`config.mk`:
```
export PLATFORM = sky130hd
export DESIGN_NAME = deinterleaver_top
export DESIGN_NICKNAME = d
export VERILOG_FILES = /design/src/rtl/deinterleaver_top.sv
export SDC_FILE = /design/constraint.sdc
export NUM_CORES = 1
export LEC_CHECK = 0
export ABC_AREA = 1
export CAP_MARGIN = 5
export CORE_MARGIN = 4
export CORE_UTILIZATION = 56
export CTS_BUF_LIST = sky130_fd_sc_hd__clkbuf_8
export DETAILED_ROUTE_END_ITERATION = 12
export PLACE_DENSITY = 0.72
export SYNTH_ARGS = -nofsm -noshare
export SYNTH_HDL_FRONTEND = slang
export SYNTH_SLANG_ARGS = --single-unit
```
`constraint.sdc`:
```
create_clock -name clk -period 2.4 [get_ports clk]
set_input_delay 0.36 -clock clk [delete_from_list [all_inputs] [get_ports clk]]
set_output_delay 0.36 -clock clk [all_outputs]
set_load 0.02 [all_outputs]
```
`src/rtl/deinterleaver_top.sv`:
```
// -----------------------------------------------------------------------------
// deinterleaver_top
//   Receive-side block deinterleaver for the WiMAX OFDM PHY. It is the exact
//   inverse of interleaver_top. One interleaved FEC block of Ncbps coded bits
//   arrives serially. Each bit is written into a ping-pong bank at its original
//   position. A full bank is then read out in natural order 0..Ncbps-1.
//   With two banks, one block can fill while the other drains, so the block
//   sustains 1 bit/cycle in and out.
//
// Ports
//   clk            in   clock, rising edge
//   resetN         in   asynchronous active-low reset
//   data_in        in   interleaved input bit
//   valid_in       in   upstream offers data_in
//   ready_out      out  a bit can be accepted (registered)
//   data_out       out  deinterleaved output bit
//   valid_out      out  data_out is valid
//   ready_in       in   downstream takes data_out
//   data_out_index out  original bit index k of data_out
//
// Per-bank state (derived from full/wr_sel/rd_sel/counters, not encoded)
//   state    | meaning
//   EMPTY    | not full, and not being written past position 0
//   FILLING  | wr_sel points here and at least one bit is written
//   FULL     | complete block waiting to be read
//   DRAINING | rd_sel points here, full, and at least one bit is read
// -----------------------------------------------------------------------------
module deinterleaver_top #(
    parameter int Ncbps = 192,
    parameter int Ncpc  = 2,
    parameter int s     = Ncpc / 2,
    parameter int d     = 16
) (
    input  logic                     clk,
    input  logic                     resetN,
    input  logic                     data_in,
    input  logic                     valid_in,
    output logic                     ready_out,
    output logic                     data_out,
    output logic                     valid_out,
    input  logic                     ready_in,
    output logic [$clog2(Ncbps)-1:0] data_out_index
);

    localparam int IDX_W = $clog2(Ncbps);
    localparam int ROWS  = Ncbps / d;
    localparam int R_W   = (ROWS > 1) ? $clog2(ROWS) : 1;
    localparam int C_W   = (d > 1) ? $clog2(d) : 1;

    localparam logic [IDX_W-1:0] LAST_IDX = IDX_W'(Ncbps - 1);
    localparam logic [R_W-1:0]   ROW_LAST = R_W'(ROWS - 1);
    localparam logic [IDX_W-1:0] D_STEP   = IDX_W'(d);

    if (s != 1) begin : g_bad_s
        $error("deinterleaver_top: only s == 1 is supported");
    end
    if ((Ncbps % d) != 0) begin : g_bad_ncbps
        $error("deinterleaver_top: Ncbps must be a multiple of d");
    end

    logic [Ncbps-1:0] bank [0:1];
    logic [1:0]       full;
    logic [1:0]       full_next;
    logic             wr_sel;
    logic             rd_sel;
    logic             wr_sel_next;
    logic             rd_sel_next;
    logic [IDX_W-1:0] wr_cnt;
    logic [R_W-1:0]   row;
    logic [C_W-1:0]   col;
    logic [IDX_W-1:0] wr_addr;
    logic [IDX_W-1:0] rd_cnt;
    logic             ready_q;

    logic wr_fire;
    logic rd_fire;
    logic wr_done;
    logic rd_done;

    assign wr_fire = valid_in & ready_q;
    assign rd_fire = full[rd_sel] & ready_in;
    assign wr_done = wr_fire && (wr_cnt == LAST_IDX);
    assign rd_done = rd_fire && (rd_cnt == LAST_IDX);

    // A completing write and a completing read always target different
    // banks, because the writer is never pointed at a full bank. Both
    // updates can therefore be applied independently.
    always_comb begin
        full_next = full;
        if (wr_done) full_next[wr_sel] = 1'b1;
        if (rd_done) full_next[rd_sel] = 1'b0;
        wr_sel_next = wr_sel ^ wr_done;
        rd_sel_next = rd_sel ^ rd_done;
    end

    always_ff @(posedge clk or negedge resetN) begin
        if (!resetN) begin
            full    <= '0;
            wr_sel  <= 1'b0;
            rd_sel  <= 1'b0;
            wr_cnt  <= '0;
            row     <= '0;
            col     <= '0;
            wr_addr <= '0;
            rd_cnt  <= '0;
            ready_q <= 1'b0;
        end else begin
            full    <= full_next;
            wr_sel  <= wr_sel_next;
            rd_sel  <= rd_sel_next;
            // Look ahead at the bank the writer will use next cycle. This
            // lets ready drop on the edge that fills the second bank, and
            // rise on the edge that frees it.
            ready_q <= ~full_next[wr_sel_next];

            if (wr_fire) begin
                if (wr_done) begin
                    wr_cnt  <= '0;
                    row     <= '0;
                    col     <= '0;
                    wr_addr <= '0;
                end else begin
                    wr_cnt <= wr_cnt + IDX_W'(1);
                    // The address is d*row + col. It steps by d down a
                    // column and restarts at the next column when row wraps.
                    if (row == ROW_LAST) begin
                        row     <= '0;
                        col     <= col + C_W'(1);
                        wr_addr <= IDX_W'(col) + IDX_W'(1);
                    end else begin
                        row     <= row + R_W'(1);
                        wr_addr <= wr_addr + D_STEP;
                    end
                end
            end

            if (rd_fire) begin
                rd_cnt <= rd_done ? '0 : rd_cnt + IDX_W'(1);
            end
        end
    end

    // The storage has no reset; its contents are meaningless until written.
    always_ff @(posedge clk) begin
        if (wr_fire) begin
            bank[wr_sel][wr_addr] <= data_in;
        end
    end

    assign ready_out      = ready_q;
    assign valid_out      = full[rd_sel];
    // Gate the data with valid so the output reads 0 whenever nothing is
    // presented, including during reset.
    assign data_out       = full[rd_sel] & bank[rd_sel][rd_cnt];
    assign data_out_index = rd_cnt;

endmodule
```
==> impl_metrics.yaml <==
min_path:
  min_from: "data_in"
  min_path_type: "input port to flop"
power_and_ir_drop:
  p_per_area_mw_per_mm2: 608
  switching_share: 0.211
  peakVddDrop_v: 0.000372
  p_int_uw: 11100
  p_seq_frac: 0.569
  combPwrFrac: 0.009
  p_clk_frac: 0.422
  p_leak_uw: 0.00853
  p_switching_uw: 2970
sta:
  fin_skew_ns: 0.0228
  maxSlewViolCount: 0
  postLayoutSetupSlackWorst_ns: -0.742
  worst_slew_pin_slew_ns: 0.641
  rsz0062_at_grt: "yes"
  finalCriticalPeriod_ns: 3.14
  post-route-period-util: 1.31
  slew_headroom: 0.573
  max_freq_mhz: 318
  finalHoldViolations: 0
  finalSetupViolations: 1
placed_design:
  hpwl_um: 30700
  port_buffers: 15
  dp_cells: 2561
  gp_congestion: 0.891
  dpl-instance-area_mm2: 0.0214
critical_path:
  end_kind: "primary output"
  crit_start: "rd_sel"
  critPathRequiredTime_ns: 2.04
  arrival_ns: 2.78
  r2r-end: "ready_out"
  r2r.worst_path.cells: 10
  worstPathMaxFanout: 9
  critPathCapture: "data_out"
  start_kind: "flop"
  rr_startpoint: "data_out_index[0]"
  path_class: "flop to primary output"
  reg2reg_slack_ns: 0.16
job:
  maxCapViolations: 0
cts:
  clkSinkCount: 421
  cts-buffers-inserted: 70
  root_buffer: "clkbuf_8"
  tritoncts: "yes"
  clock_latency_ns: 0.63
  clk_path_buf_depth: 3
  clkTransAtPathRegs_ns: 0.06
  htreeDepth: 3
cells_and_area:
  final_nets: 2204
  postLayoutCellArea_mm2: 0.0231
  final_cell_mix: "482 x nand2_1, 384 x edfxtp_1, 358 x nor3_1, 217 x nor2_1, 163 x nand3_1"
  area_growth_pct: 15.1
  fin_cells: 2704
  final_layout_size_suffix_gt1_frac: 0.128
  antenna_cells: 0
  nFillCells: 2767
  final_common_cell: "nand2_1"
synth:
  syn_avg_cell_area_um2: 9.33
  syn_area_mm2: 0.0201
  synthCells: 2154
  synth_nets: 2167
  synth_edf_count: 384
  synthTopCellsByArea: "edfxtp_1 57%, nand2_1 9.2%, nor3_1 8.9%, dfrtp_1 4.6%, nor2_1 4.3%"
  yosysWarnings: 0
  yosysTopAreaCell: "edfxtp_1"
  ys.flop_type: "edfxtp_1"
  synth_top_area_frac: 0.574
  synthArstFlopShare: 0.0879
  ys_ff_latch: 421
  ys_types: 30
  seq_area_frac_synth: 0.620
global_route:
  grtUsageTotal: 0.273
  grt_pass1_vias: 15600
  grt_pass1_wl_um: 83700
  antenna_found_initial: 0
  grt_max_degree: 100
  grt_overflow: 0
die:
  die_h_um: 197
  placementRows: 69
  design.core.area_mm2: 0.0355
  ios: 16
  start_util: 0.567
  die_w_um: 197
  dieArea_mm2: 0.0390
detailed_routing:
  ant_nets: 0
  drc: 0
  vias: 16100
  viasPerCell: 5.96
  postRouteWirelength_um: 54000
  drt_pre_antenna_iters: 6
  drt-initial-drc-count: 1779
  avgRoutedWirePerCell_um: 20.0
status:
  outcome: "complete, but fails checks"
  violations: "negative setup slack"
==> Yosys cell counts, types with 4 or more instances <==
cell type  count
a21oi_1       21
and3_1         6
buf_1         12
buf_2         39
buf_4          4
buf_6          9
clkbuf_1     126
dfrtp_1       37
edfxtp_1     384
ha_1           8
inv_1        111
nand2_1      491
nand3_1      170
nor2_1       233
nor3_1       359
o211ai_1       8
o21ai_0       99
o21ai_1       11
xor2_1         7
==> worst min path at each step <==
stage | end | slack, ns | depth (start not counted)
detailed placement | col[0] | 0.40 | 1
floorplan | col[0] | 0.06 | 0
CTS | bank[1][86] | 0.23 | 1
global placement | col[0] | 0.41 | 1
finish | bank[0][86] | 0.22 | 1
global route | bank[1][87] | 0.25 | 1
==> critical path, cell delays in order, from the launching register on <==
cell and delay [ns]:
dfrtp_4 0.56, buf_12 0.19, clkbuf_16 0.17, nand2_1 0.06, nand3_1 0.07, nand3_1 0.09
nand2_1 0.10, nor2_2 0.16, nand2_2 0.11, nand3_1 0.11, nand3_1 0.10, nand3_2 0.08
nand3_2 0.10, nand2_1 0.08, inv_1 0.04, buf_6 0.12
==> per-layer routing <==
layer / vias to the layer above / part of all wire / GRT usage / wire [um]
met1: 7734 / 0.39 / 0.368 / 21100
met4: 0 / 0.031 / 0.109 / 1670
met3: 124 / 0.091 / 0.0472 / 4930
li1: 7424 / - / - / -
met2: 833 / 0.49 / 0.446 / 26300
met5: - / 0 / 0 / 0
==> cell families after synthesis <==
group	count (synthesis)	synth area share
xor gates and xnor gates	8	0.00349
adders and majority gates	8	0.00498
DFF	421	0.620
and+or+nand+nor	1266	0.271
AOI/OAI and AO/OA	144	0.0372
buffers and inverters	307	0.0638
==> power groups by stage <==
stage / registers [uW] / clock network (uW) / logic (uW)
finish: 8000 / 5930 / 128
global route: 7990 / 6370 / 138
CTS: 8000 / 5990 / 127
detailed placement: 8150 / 0 / 125
global placement: 8150 / 0 / 121
floorplan: 8160 / 0 / 0.00387
==> cell type report <==
| cell class | count | area (um^2) | share of cell area |
|---|---|---|---|
| flip-flops and latches | 421 | 12500 | 0.539 |
| multi-input cells | 1426 | 6500 | 0.281 |
| repair buffers | 155 | 1850 | 0.0801 |
| clock buffers | 74 | 1020 | 0.0440 |
| well taps | 461 | 577 | 0.0249 |
| inverters | 117 | 459 | 0.0198 |
| clock inverters | 50 | 265 | 0.0115 |
==> registers in the layout (all words and copies together) (netlist names) <==
signal / count
wr_addr: 8
data_out_index: 8
row: 4
rd_sel: 1
ready_out: 1
wr_cnt: 8
full: 2
col: 4
bank: 384
wr_sel: 1
==> per-stage QoR <==
stage	utilization	power (uW)	hold slack (ns)	setup slack [ns]	setup TNS (ns)
floorplan	-	8160	0.0644	0.216	0
global placement	0.603	8270	0.406	-0.687	-0.717
detailed placement	0.603	8280	0.403	-0.658	-0.680
CTS	0.645	14100	0.232	-0.733	-0.733
global route	0.652	14500	0.251	-0.829	-0.829
finish	0.652	14100	0.223	-0.742	-0.742
==> repair_timing <==
| item | in CTS | in global routing |
|---|---|---|
| gates cloned | 2 | 5 |
| resized for setup | 52 | 35 |
| pin swaps | 10 | 7 |
| setup buffers | 4 | 8 |
| hold buffers | 1 | 0 |
| endpoints found under the setup margin | 4 | 3 |
| hold endpoints to repair | 25 | 0 |
(Power assumes the default switching activity.)
